## config.mk

```make
export PLATFORM = sky130hd
export DESIGN_NAME = mem_stage
export DESIGN_NICKNAME = d
export VERILOG_FILES = /design/src/rtl/cpu_types_pkg.sv /design/src/rtl/mem_stage_llsc_link.sv /design/src/rtl/mem_stage.sv
export SDC_FILE = /design/constraint.sdc
export NUM_CORES = 1
export LEC_CHECK = 0
export BUFFER_PORTS_ARGS = -buffer_cell sky130_fd_sc_hd__buf_4
export CORE_AREA = 2 2 137 139
export CTS_BUF_LIST = sky130_fd_sc_hd__clkbuf_4 sky130_fd_sc_hd__clkbuf_8
export CTS_CLUSTER_SIZE = 16
export DETAILED_ROUTE_END_ITERATION = 10
export DIE_AREA = 0 0 139 141
export GPL_TIMING_DRIVEN = 1
export SYNTH_ARGS = -nofsm -noshare
export SYNTH_HDL_FRONTEND = slang
export SYNTH_SLANG_ARGS = --single-unit
```

## constraint.sdc

```tcl
create_clock -name CLK -period 1.4 [get_ports CLK]
set_input_delay 0.14 -clock CLK [delete_from_list [all_inputs] [get_ports CLK]]
set_output_delay 0.14 -clock CLK [all_outputs]
set_load 0.1 [all_outputs]
```

## src/rtl/cpu_types_pkg.sv

```systemverilog
// Shared CPU types: word width, memory-stage FSM encoding and write-back select codes.
package cpu_types_pkg;

    localparam int ADDR_W = 32;
    localparam int WORD_W = 32;

    typedef logic [WORD_W-1:0] word_t;
    typedef logic [ADDR_W-1:0] addr_t;
    typedef logic [4:0]        regsel_t;

    typedef enum logic [1:0] {
        IDLE   = 2'b00,
        WAIT   = 2'b01,
        HALTED = 2'b10
    } memstate_t;

    // 2'b11 is not named: it falls back to the ALU result.
    localparam logic [1:0] RFIN_ALU  = 2'b00;
    localparam logic [1:0] RFIN_LOAD = 2'b01;
    localparam logic [1:0] RFIN_NPC  = 2'b10;

    function automatic word_t sc_result(input logic success);
        return {{(WORD_W-1){1'b0}}, success};
    endfunction

endpackage

```

## src/rtl/mem_stage_llsc_link.sv

```systemverilog
// LL/SC link register for the memory stage; only present when MEM_LLSC_EN is defined.
`ifdef MEM_LLSC_EN
module llsc_link
    import cpu_types_pkg::*;
(
    input  logic  clk,
    input  logic  rst_n,
    input  logic  set_en,
    input  addr_t set_addr,
    input  logic  wr_done,
    input  addr_t wr_addr,
    input  addr_t chk_addr,
    output logic  link_valid,
    output addr_t link_addr,
    output logic  link_match
);

    logic  valid_q;
    addr_t addr_q;

    // A completed LL (re)arms the link; any completed store to the linked
    // address breaks it, which also covers a successful SC.
    always_ff @(posedge clk or negedge rst_n) begin
        if (!rst_n) begin
            valid_q <= 1'b0;
            addr_q  <= '0;
        end else if (set_en) begin
            valid_q <= 1'b1;
            addr_q  <= set_addr;
        end else if (wr_done && valid_q && (wr_addr == addr_q)) begin
            valid_q <= 1'b0;
        end
    end

    assign link_valid = valid_q;
    assign link_addr  = addr_q;
    assign link_match = valid_q && (chk_addr == addr_q);

endmodule
`endif

```

## src/rtl/mem_stage.sv

```systemverilog
// MIPS memory stage: data-memory request/wait FSM, write-back select and MEM/WB register.
// Optional LL/SC link support is built when MEM_LLSC_EN is defined.
module mem_stage
    import cpu_types_pkg::*;
(
    input  logic      CLK,
    input  logic      nRST,
    input  word_t     exmem_instr,
    input  word_t     exmem_npc,
    input  word_t     exmem_aluout,
    input  word_t     exmem_rdat2,
    input  logic [1:0] exmem_rfInSel,
    input  regsel_t   exmem_wsel,
    input  logic      exmem_rfWEN,
    input  logic      exmem_dREN,
    input  logic      exmem_dWEN,
    input  logic      exmem_halt,
    input  logic      exmem_ll,
    input  logic      exmem_sc,
    output logic      dmemREN,
    output logic      dmemWEN,
    output word_t     dmemaddr,
    output word_t     dmemstore,
    input  word_t     dmemload,
    input  logic      dhit,
    output logic      stall_o,
    output word_t     wb_instr,
    output word_t     wb_npc,
    output word_t     wb_wdat,
    output regsel_t   wb_wsel,
    output logic      wb_rfWEN,
    output logic      wb_halt,
    output logic      halt_o,
    output memstate_t dbg_state
);

    // Handshake: a request (dmemREN or dmemWEN) is held stable with the same
    // address/data until the cycle dhit is high; that cycle completes it, the
    // EX/MEM register advances on the same edge, and dhit without a request
    // is ignored.

    memstate_t state_q, state_d;
    logic      running;
    logic      rd_req, wr_req, mem_req, stall_i;
    logic      sc_blocked;
    word_t     wdat_d;
    logic      wb_rfwen_d, wb_halt_d;

    assign running = (state_q != HALTED);

`ifdef MEM_LLSC_EN
    logic  link_valid, link_match;
    addr_t link_addr;
    logic  unused_link;

    llsc_link u_link (
        .clk        (CLK),
        .rst_n      (nRST),
        .set_en     (exmem_ll && rd_req && dhit),
        .set_addr   (exmem_aluout),
        .wr_done    (wr_req && dhit),
        .wr_addr    (exmem_aluout),
        .chk_addr   (exmem_aluout),
        .link_valid (link_valid),
        .link_addr  (link_addr),
        .link_match (link_match)
    );

    assign unused_link = ^{link_valid, link_addr};
    // A failing SC never reaches memory and retires as a plain ALU-style op.
    assign sc_blocked  = exmem_sc && !link_match;
    assign rd_req      = running && (exmem_dREN || exmem_ll);
`else
    logic unused_llsc;

    assign unused_llsc = exmem_ll;
    assign sc_blocked  = 1'b0;
    assign rd_req      = running && exmem_dREN;
`endif

    assign wr_req  = running && exmem_dWEN && !sc_blocked;
    assign mem_req = rd_req || wr_req;
    assign stall_i = mem_req && !dhit;

    // Request outputs follow EX/MEM combinationally but are held low in reset.
    assign dmemREN   = nRST && rd_req;
    assign dmemWEN   = nRST && wr_req;
    assign dmemaddr  = exmem_aluout;
    assign dmemstore = exmem_rdat2;
    assign stall_o   = nRST && stall_i;

    always_comb begin
        state_d = state_q;
        unique case (state_q)
            IDLE: begin
                if (mem_req && !dhit) begin
                    state_d = WAIT;
                end else if (!mem_req && exmem_halt) begin
                    state_d = HALTED;
                end
            end
            WAIT: begin
                if (dhit || !mem_req) begin
                    state_d = IDLE;
                end
            end
            HALTED:  state_d = HALTED;
            default: state_d = IDLE;
        endcase
    end

    always_comb begin
        wdat_d = exmem_aluout;
        case (exmem_rfInSel)
            RFIN_LOAD: wdat_d = dmemload;
            RFIN_NPC:  wdat_d = exmem_npc;
            default:   wdat_d = exmem_aluout;
        endcase
`ifdef MEM_LLSC_EN
        if (exmem_sc) begin
            wdat_d = sc_result(wr_req);
        end
`endif
    end

    always_comb begin
        wb_rfwen_d = exmem_rfWEN && running;
`ifndef MEM_LLSC_EN
        // Without link support SC is an ordinary store and writes no register.
        if (exmem_sc) begin
            wb_rfwen_d = 1'b0;
        end
`endif
        wb_halt_d = exmem_halt || !running;
    end

    always_ff @(posedge CLK or negedge nRST) begin
        if (!nRST) begin
            state_q  <= IDLE;
            wb_instr <= '0;
            wb_npc   <= '0;
            wb_wdat  <= '0;
            wb_wsel  <= '0;
            wb_rfWEN <= 1'b0;
            wb_halt  <= 1'b0;
        end else begin
            state_q <= state_d;
            if (stall_i) begin
                wb_instr <= '0;
                wb_npc   <= '0;
                wb_wdat  <= '0;
                wb_wsel  <= '0;
                wb_rfWEN <= 1'b0;
                wb_halt  <= 1'b0;
            end else begin
                wb_instr <= exmem_instr;
                wb_npc   <= exmem_npc;
                wb_wdat  <= wdat_d;
                wb_wsel  <= exmem_wsel;
                wb_rfWEN <= wb_rfwen_d;
                wb_halt  <= wb_halt_d;
            end
        end
    end

    assign halt_o    = (state_q == HALTED);
    assign dbg_state = state_q;

endmodule

```

==> results.yml, run 1 <==
clock_network:
  clock_path_buffers: 2
  cts_root_buf: "clkbuf_8"
  clk_latency_ps: 380
  cts_made_buffers: 9
  htree_levels: 3
  cts_tree: "done"
  clkTransAtPathRegs_ps: 110
  clock_sinks: 105
sta:
  slew_violations: 0
  tns_ps: -1910
  hold_ws_ps: 20.8
  worst_pin_slew_ps: 679
  period_share: 1.08
  grt_setup_unrepaired: "true"
  hold_viol_final: 0
  setup_violations: 45
  slew_headroom: 0.548
  fmax_mhz: 659
  final.setup_skew_ps: 16.9
  final.setup.worst_slack_ps: -117
  period_minus_slack_ps: 1520
global_routing:
  antenna_found_initial: 0
  grt.overflow.total: 0
  grt_max_degree: 56
  grt_pass1_wl_um: 24100
  grt_pass1_vias: 4328
  grt_use_total: 0.157
pwr:
  power_mw: 8.96
  leakagePower_nw: 3.88
  irDropWorstVdd_mv: 0.411
  power_density_nw_per_um2: 1080
status:
  status: "complete, but fails checks"
  violations: "setup timing"
synth:
  synthAdderAreaFrac: 0.00492
  ys_ff_latch: 105
  ys_warn_count: 0
  yosys.area_share.xor_xnor: 0
  synth_top_family_by_area: "compound AO/OA/AOI/OAI gates"
  syn_area_sq_um: 5090
  synth_compound_area_frac: 0.292
  muxShareOfSynthArea: 0
  netlist_instances: 388
  ys_types: 20
  yosysSeqAreaShare: 0.516
  synthSimpleGateAreaFrac: 0.0123
  syn_nets: 566
  syn_avg_cell_area_sq_um: 13.1
place:
  place_congestion: 0.773
  dpl.hpwl_um: 11400
  io_buffers: 283
  place_inst: 818
detailed_routing:
  ant_nets: 0
  drt-total-wl_um: 16800
  drc: 0
  viasPerCell: 4.54
  dr_total_vias: 4156
  drt_pass1_iterations: 5
  drt_iter0_markers: 160
  post_drt_wl_per_cell_um: 18.3
die:
  coreArea_sq_um: 18300
  initial_core_util: 0.279
  die_y_um: 141
  fp.dieArea_sq_um: 19600
  io_pins: 349
  die_x_um: 139
  rows: 50
worst_setup_path:
  crit_fanout: 5
  crit_type: "reg2out"
  crit_path_start_kind: "register"
  required_ps: 1260
  end_kind: "output port"
  reg2reg_slack_ps: -80
  arrival_ps: 1380
layout:
  n_antenna_cell: 0
  fin_cells: 915
  nets: 854
  fin_util: 0.454
  drive_above_1_share: 0.620
  syn2layout_area_growth_pct: 63.1
worst_hold_path:
  min_path_type: "in2reg"
flow_run:
  cap_violations: 0
-- cells by family after synthesis --
logic type / Yosys count
AO/OA/AOI/OAI: 136
adder cells (fa/ha/maj): 2
AND/OR/NAND/NOR: 7
flip-flops: 105
buffers and inverters: 138
-- path summary, 6_finish.rpt --
| kind | start | to | cells after the start |
|---|---|---|---|
| setup reg to reg | dbg_state[0] | wb_wdat[16] | 5 |
| hold reg to reg | dbg_state[0] | dbg_state[1] | 2 |
| min in group asynchronous | nRST | wb_instr[12] | 3 |
| setup / recovery | dbg_state[0] | dmemREN | 3 |
| max in group asynchronous | nRST | dbg_state[0] | 3 |
| hold / removal | exmem_aluout[8] | wb_wdat[8] | 3 |
-- metrics by stage --
step | cell area [sq um] | worst slack [ps]
2_1_floorplan | 5100 | -511
3_3_place_gp | 6990 | 103
3_5_place_dp | 6990 | 64.7
4_1_cts | 7940 | -148
5_1_grt | 8300 | -184
6_report | 8300 | -117
-- area by class of cell --
class	count	area (sq um)
sequential	105	2630
fill	1708	9970
tap	234	293
timing repair buffer	378	3320
clock buffer	11	145
clock inverter	5	38.8
multi-input combinational	145	1730
inverter	37	143
-- placed cells by master, fill, tap and decap left out, types with 2 or more instances in the layout --
cell / n
a221oi_1: 32
clkbuf_8: 10
buf_6: 2
dfrtp_1: 103
inv_1: 36
inv_6: 2
clkinvlp_4: 2
a221oi_2: 23
buf_4: 286
a221oi_4: 9
a21boi_2: 54
and3_4: 3
clkbuf_16: 7
a21boi_1: 15
buf_12: 11
buf_16: 2
dlygate4sd3_1: 70
-- flip-flops by register name, summed over array words and instances (netlist names) --
signal	flops
wb_halt	1
wb_rfWEN	1
wb_wsel	5
wb_npc	32
wb_wdat	32
wb_instr	32
dbg_state	2
-- routing by layer --
metal  routed length (um)  track usage
met3                 1040       0.0459
met2                 8760        0.278
met4                  342       0.0601
met1                 6620        0.181
met5                    0            0
-- timing repair --
item / CTS / global route
gates resized for setup: 16 / 40
hold buffers: 68 / 2
cloned: 0 / 7
setup endpoints to repair: 4 / 39
endpoints found under the hold margin: 172 / 2
pin swaps: 3 / 1
buffers inserted: 3 / 1
-- cell usage after synthesis, drive strengths merged --
cell type / n / area, sq um
dfrtp: 105 / 2630
buf: 89 / 703
a21boi: 69 / 702
a221oi: 64 / 761
inv: 37 / 139
clkbuf: 12 / 45.0
and3: 3 / 18.8
ha: 2 / 25.0
a21oi: 1 / 5.00
and2: 1 / 6.26
nand2b: 1 / 13.8
nor4b: 1 / 15.0
o21ai: 1 / 8.76
o21ba: 1 / 10.0
or3b: 1 / 8.76
-- critical path, cell delays in order (launching register included) --
cell      delay [ps]
dfrtp_4          480
nand2b_4         180
and3_4           180
buf_12           160
-- power breakdown --
group | internal (mW) | total, mW | switching (mW)
sequential | 3.25 | 3.31 | 0.0654
clock | 0.730 | 1.82 | 1.09
combinational | 1.07 | 3.82 | 2.75
total | 5.05 | 8.96 | 3.91
Note: power is estimated with default switching activity, not from simulation.
==> run 2: changes to the inputs <==
Clock period 1.4 ns to 1.6 ns, I/O delays scaled along.
==> run 2 against run 1 <==
Effect of this change:
- the run now ends clean
- largest cell class unchanged
- sequential share of layout area rose by 3.0 points
- sequential cell count did not move
- cell count fell by 4.8%
- critical path depth did not move
- clock power barely moved
- via count fell by 4.1%
- design area fell by 8.5%
- die area did not move
- clock skew fell by 6.9 ps
==> results.yml, run 2 (synthesized netlist as in run 1, its figures left out) <==
status:
  status: "complete, no violations"
place:
  io_buffers: 283
  dpl.hpwl_um: 11400
  dpl_worst_slack_ps: -16.7
  place_congestion: 0.778
pwr:
  clkPwrFrac: 0.229
  netSwitchingFraction: 0.421
  irDropWorstVdd_mv: 0.441
  pwr-share-seq: 0.368
  pwr-share-comb: 0.402
  internal_power_mw: 4.56
  power_density_nw_per_um2: 1040
  p_sw_mw: 3.32
  leakagePower_nw: 3.61
layout:
  register_area_sq_um: 2630
  nFillCells: 1759
  layout_common_cells: "buf_4 (289), dfrtp_1 (103), a21boi_2 (49)"
  top_regs: "wb_instr x32, wb_npc x32, wb_wdat x32"
  multi_input_area_sq_um: 1610
  drive_above_1_share: 0.637
  nets: 810
  n_antenna_cell: 0
  syn2layout_area_growth_pct: 49.2
  mostFrequentLayoutCell: "buf_4"
detailed_routing:
  viasPerCell: 4.58
  drt_iter0_markers: 107
  ant_nets: 0
  drc: 0
  dr_total_vias: 3987
  post_drt_wl_per_cell_um: 17.9
  drt_pass1_iterations: 4
  drt-total-wl_um: 15600
global_routing:
  grt_max_degree: 63
  grt_pass1_vias: 4232
  grt.overflow.total: 0
  grt_util_met2: 0.273
  grt_pass1_wl_um: 23700
  antenna_found_initial: 0
  use_met1: 0.180
  grt_util_met3: 0.0367
  grt.busiest_layer: "met2"
  grt_use_total: 0.156
sta:
  period_minus_slack_ps: 1530
  slew_headroom: 0.446
  final.setup.worst_slack_ps: 69.9
  grt_setup_unrepaired: "false"
  fmax_mhz: 654
  worst_pin_slew_ps: 830
  final.setup_skew_ps: 10.0
  hold_ws_ps: 32.4
  hold_viol_final: 0
  setup_violations: 0
  slew_violations: 0
  period_share: 0.956
worst_setup_path:
  crit_fanout: 6
  crit_path_start_kind: "register"
  end_kind: "output port"
  arrival_ps: 1370
  rr_endpoint: "wb_instr[12]"
  reg2reg_slack_ps: 100
  required_ps: 1440
  r2r-start: "dbg_state[0]"
  crit_type: "reg2out"
  reg2reg_depth: 5
die:
  coreArea_sq_um: 18300
  fp.dieArea_sq_um: 19600
  io_pins: 349
  rows: 50
  die_y_um: 141
  initial_core_util: 0.279
  die_x_um: 139
worst_hold_path:
  hp-start: "exmem_npc[15]"
  min_path_type: "in2reg"
  min_path_cells: 2
  hold_end: "wb_npc[15]"
clock_network:
  clkTransAtPathRegs_ps: 90
  cts_tree: "done"
  clock_path_buffers: 2
  cts_root_buf: "clkbuf_8"
  clock_sinks: 105
  cts_made_buffers: 9
  htree_levels: 3
  clk_latency_ps: 380
flow_run:
  cap_violations: 0
-- run 2: cell count changes in the layout (fill, tap and decap cells not counted), moves of 2 or more --
| cell | before | now |
|---|---|---|
| buf_12 | 11 | 7 |
| a21boi_0 | 0 | 20 |
| inv_6 | 2 | 0 |
| a221oi_2 | 23 | 32 |
| buf_4 | 286 | 289 |
| a221oi_4 | 9 | 0 |
| a21boi_1 | 15 | 0 |
| clkbuf_16 | 7 | 0 |
| dlygate4sd3_1 | 70 | 37 |
| a21boi_2 | 54 | 49 |
| buf_16 | 2 | 0 |
| clkbuf_8 | 10 | 13 |
-- run 2: power by group through the flow --
stage	logic [mW]	registers [mW]	clock network [mW]
after floorplan	1.22	4.40	0
after global placement	3.10	2.96	0
after detailed placement	3.12	2.96	0
after CTS	3.20	2.91	1.91
after global routing	3.28	2.92	1.99
final	3.17	2.90	1.81
-- run 2: layout make-up --
type / count / share of cell area
Inverter: 37 / 0.0188
Timing Repair Buffer: 334 / 0.354
Sequential cell: 105 / 0.347
Clock buffer: 13 / 0.0236
Multi-Input combinational cell: 145 / 0.212
Tap cell: 234 / 0.0386
Clock inverter: 3 / 0.00610
-- run 2: worst max path at each step --
stage,depth (start not counted),to,slack (ps),from
finish,3,stall_o,70,dbg_state[0]
global route,3,halt_o,8,dbg_state[0]
CTS,3,dmemWEN,1,dbg_state[0]
detailed placement,5,wb_wdat[9],-20,exmem_rfInSel[0]
global placement,5,wb_wdat[29],40,exmem_rfInSel[0]
floorplan,5,wb_rfWEN,-310,dbg_state[0]
-- run 2: repair_timing --
item | in CTS | in global routing
setup endpoints to repair | 4 | 2
cloned | 0 | 0
hold buffers | 36 | 1
setup buffers | 3 | 0
hold endpoints to repair | 140 | 1
pin swaps | 1 | 2
gates resized for setup | 13 | 0
-- run 2: worst max-delay path, cell delays in order (launching register included) --
cell and delay, ps:
dfrtp_4 480, nand2b_4 180, and3_4 170, buf_12 160
-- run 2: per-stage QoR --
stage / cell area (sq um) / total power, mW / util / setup TNS, ps / std cells
5_1_grt: 7590 / 8.20 / 0.416 / 0 / 871
6_report: 7590 / 7.89 / 0.416 / 0 / 871
2_1_floorplan: 5100 / 5.62 / - / -670 / 388
3_3_place_gp: 6920 / 6.05 / 0.379 / 0 / 815
4_1_cts: 7580 / 8.01 / 0.415 / 0 / 870
3_5_place_dp: 6920 / 6.08 / 0.379 / -33.3 / 815
-- run 2: routing by layer --
metal / share of wire / vias up
li1: - / 1793
met1: 0.37 / 1966
met2: 0.53 / 192
met3: 0.066 / 36
met4: 0.034 / 0
met5: 0 / -
==> run 3: changes to the inputs <==
Clock period 1.6 ns to 1.7 ns, I/O delays scaled along.
==> run 3 against run 2 <==
Effect of this change:
- critical path depth did not move
- sequential power fell by 6%
- critical path type unchanged
- clock power fell by 18%
- non-clock buffer count fell by 31
- utilization fell by 2.1 points
- design area fell by 5.1%
- largest power group unchanged
- first-iteration DRC count rose by 44%
==> results.yml, run 3 (synthesized netlist as in run 1, its figures left out) <==
worst_setup_path:
  crit_type: "reg2out"
  arrival_ps: 1450
  reg2reg_depth: 4
  rr_endpoint: "wb_wdat[16]"
  crit_fanout: 6
  crit_path_start_kind: "register"
  required_ps: 1530
  r2r-start: "dbg_state[0]"
  reg2reg_slack_ps: 230
  end_kind: "output port"
place:
  place_inst: 813
  dpl.hpwl_um: 11500
  place_congestion: 0.819
  io_buffers: 283
sta:
  slew_headroom: 0.425
  final.setup_skew_ps: 12.6
  period_share: 0.954
  slew_violations: 0
  setup_violations: 0
  hold_viol_final: 0
  grt_setup_unrepaired: "false"
  fmax_mhz: 616
  worst_pin_slew_ps: 862
  hold_ws_ps: 31.3
  period_minus_slack_ps: 1620
detailed_routing:
  drt_iter0_markers: 154
  dr_total_vias: 3843
  post_drt_wl_per_cell_um: 18.3
  ant_nets: 0
  viasPerCell: 4.58
  drt_pass1_iterations: 4
  drt-total-wl_um: 15400
  drc: 0
pwr:
  pwr-share-comb: 0.410
  leakagePower_nw: 3.45
  power_density_nw_per_um2: 990
  power_mw: 7.14
  pwr-share-seq: 0.383
  p_sw_mw: 3.12
  irDropWorstVdd_mv: 0.385
  internal_power_mw: 4.01
  clkPwrFrac: 0.207
  netSwitchingFraction: 0.438
clock_network:
  clock_sinks: 105
  clock_path_buffers: 2
  clk_latency_ps: 380
  htree_levels: 3
  cts_root_buf: "clkbuf_8"
  cts_made_buffers: 9
  clkTransAtPathRegs_ps: 100
  cts_tree: "done"
layout:
  n_antenna_cell: 0
  layout_common_cells: "buf_4 (287), dfrtp_1 (103), a21boi_2 (49)"
  mostFrequentLayoutCell: "buf_4"
  top_regs: "wb_instr x32, wb_npc x32, wb_wdat x32"
  multi_input_area_sq_um: 1600
  fin_cells: 840
  syn2layout_area_growth_pct: 41.6
  nets: 779
  register_area_sq_um: 2630
  nFillCells: 1829
  drive_above_1_share: 0.665
die:
  coreArea_sq_um: 18300
  die_y_um: 141
  io_pins: 349
  die_x_um: 139
  rows: 50
  fp.dieArea_sq_um: 19600
  initial_core_util: 0.279
worst_hold_path:
  min_path_type: "in2reg"
  hold_end: "wb_instr[3]"
  hp-start: "exmem_instr[3]"
  min_path_cells: 2
status:
  status: "complete, no violations"
global_routing:
  grt_pass1_wl_um: 23700
  grt_pass1_vias: 4154
  grt_use_total: 0.156
  grt.overflow.total: 0
  antenna_found_initial: 0
  grt_max_degree: 65
flow_run:
  cap_violations: 0
## run 3: cell types whose count changed in the layout (fill, tap and decap cells not counted)
cell	delta
clkbuf_4	+2
clkinvlp_4	+1
and3_4	-3
clkinv_2	+1
buf_12	-3
buf_4	-2
clkbuf_8	-3
buf_6	+2
dlygate4sd3_1	-28
and3_2	+3
bufinv_16	-1
## run 3: final cells by class
class / instances / share of cell area
Timing Repair Buffer: 303 / 0.327
Inverter: 37 / 0.0198
Clock inverter: 4 / 0.00399
Tap cell: 234 / 0.0406
Clock buffer: 12 / 0.0212
Sequential cell: 105 / 0.365
Multi-Input combinational cell: 145 / 0.222
## run 3: what timing repair did
action	4_1_cts	5_1_grt
buffers inserted	2	0
hold buffers	8	1
endpoints found under the hold margin	105	1
gates resized for setup	0	3
endpoints found under the setup margin	4	3
## run 3: stage by stage
stage               setup slack [ps]  cell area, sq um  setup TNS (ps)   util
global route                    13.5              7200               0  0.394
detailed placement              28.2              6910               0  0.378
floorplan                       -211              5100            -281      -
global placement                 108              6910               0  0.378
finish                          77.5              7200               0  0.394
CTS                             5.65              7180               0  0.393
## run 3: power groups by stage
stage | clock [mW] | sequential [mW] | combinational [mW]
final | 1.48 | 2.73 | 2.93
after global routing | 1.64 | 2.75 | 3.03
after CTS | 1.56 | 2.74 | 2.95
after floorplan | 0 | 4.14 | 1.15
after global placement | 0 | 2.79 | 2.91
after detailed placement | 0 | 2.79 | 2.93
## run 3: routing by layer
metal,GRT usage,up-vias,part of all wire
li1,-,1738,-
met1,0.175,1887,0.37
met2,0.275,186,0.53
met3,0.0418,32,0.070
met4,0.0734,0,0.031
met5,0,-,0
## run 3: worst max-delay path, stage by stage, from the launching register on
cell	delay, ps
dfrtp_4	490
nand2b_4	180
and3_2	230
buf_6	180
## run 3: how the worst max path moves through the flow
stage                                start          to  slack [ps]  depth (start not counted)
after CTS                     dbg_state[0]     dmemWEN           6                          3
after detailed placement  exmem_rfInSel[0]  wb_wdat[1]          30                          5
after global routing          dbg_state[0]     dmemREN          10                          3
after floorplan               dbg_state[0]    wb_rfWEN        -210                          5
final                         dbg_state[0]     dmemREN          80                          3
after global placement    exmem_rfInSel[0]  wb_wdat[7]         110                          5
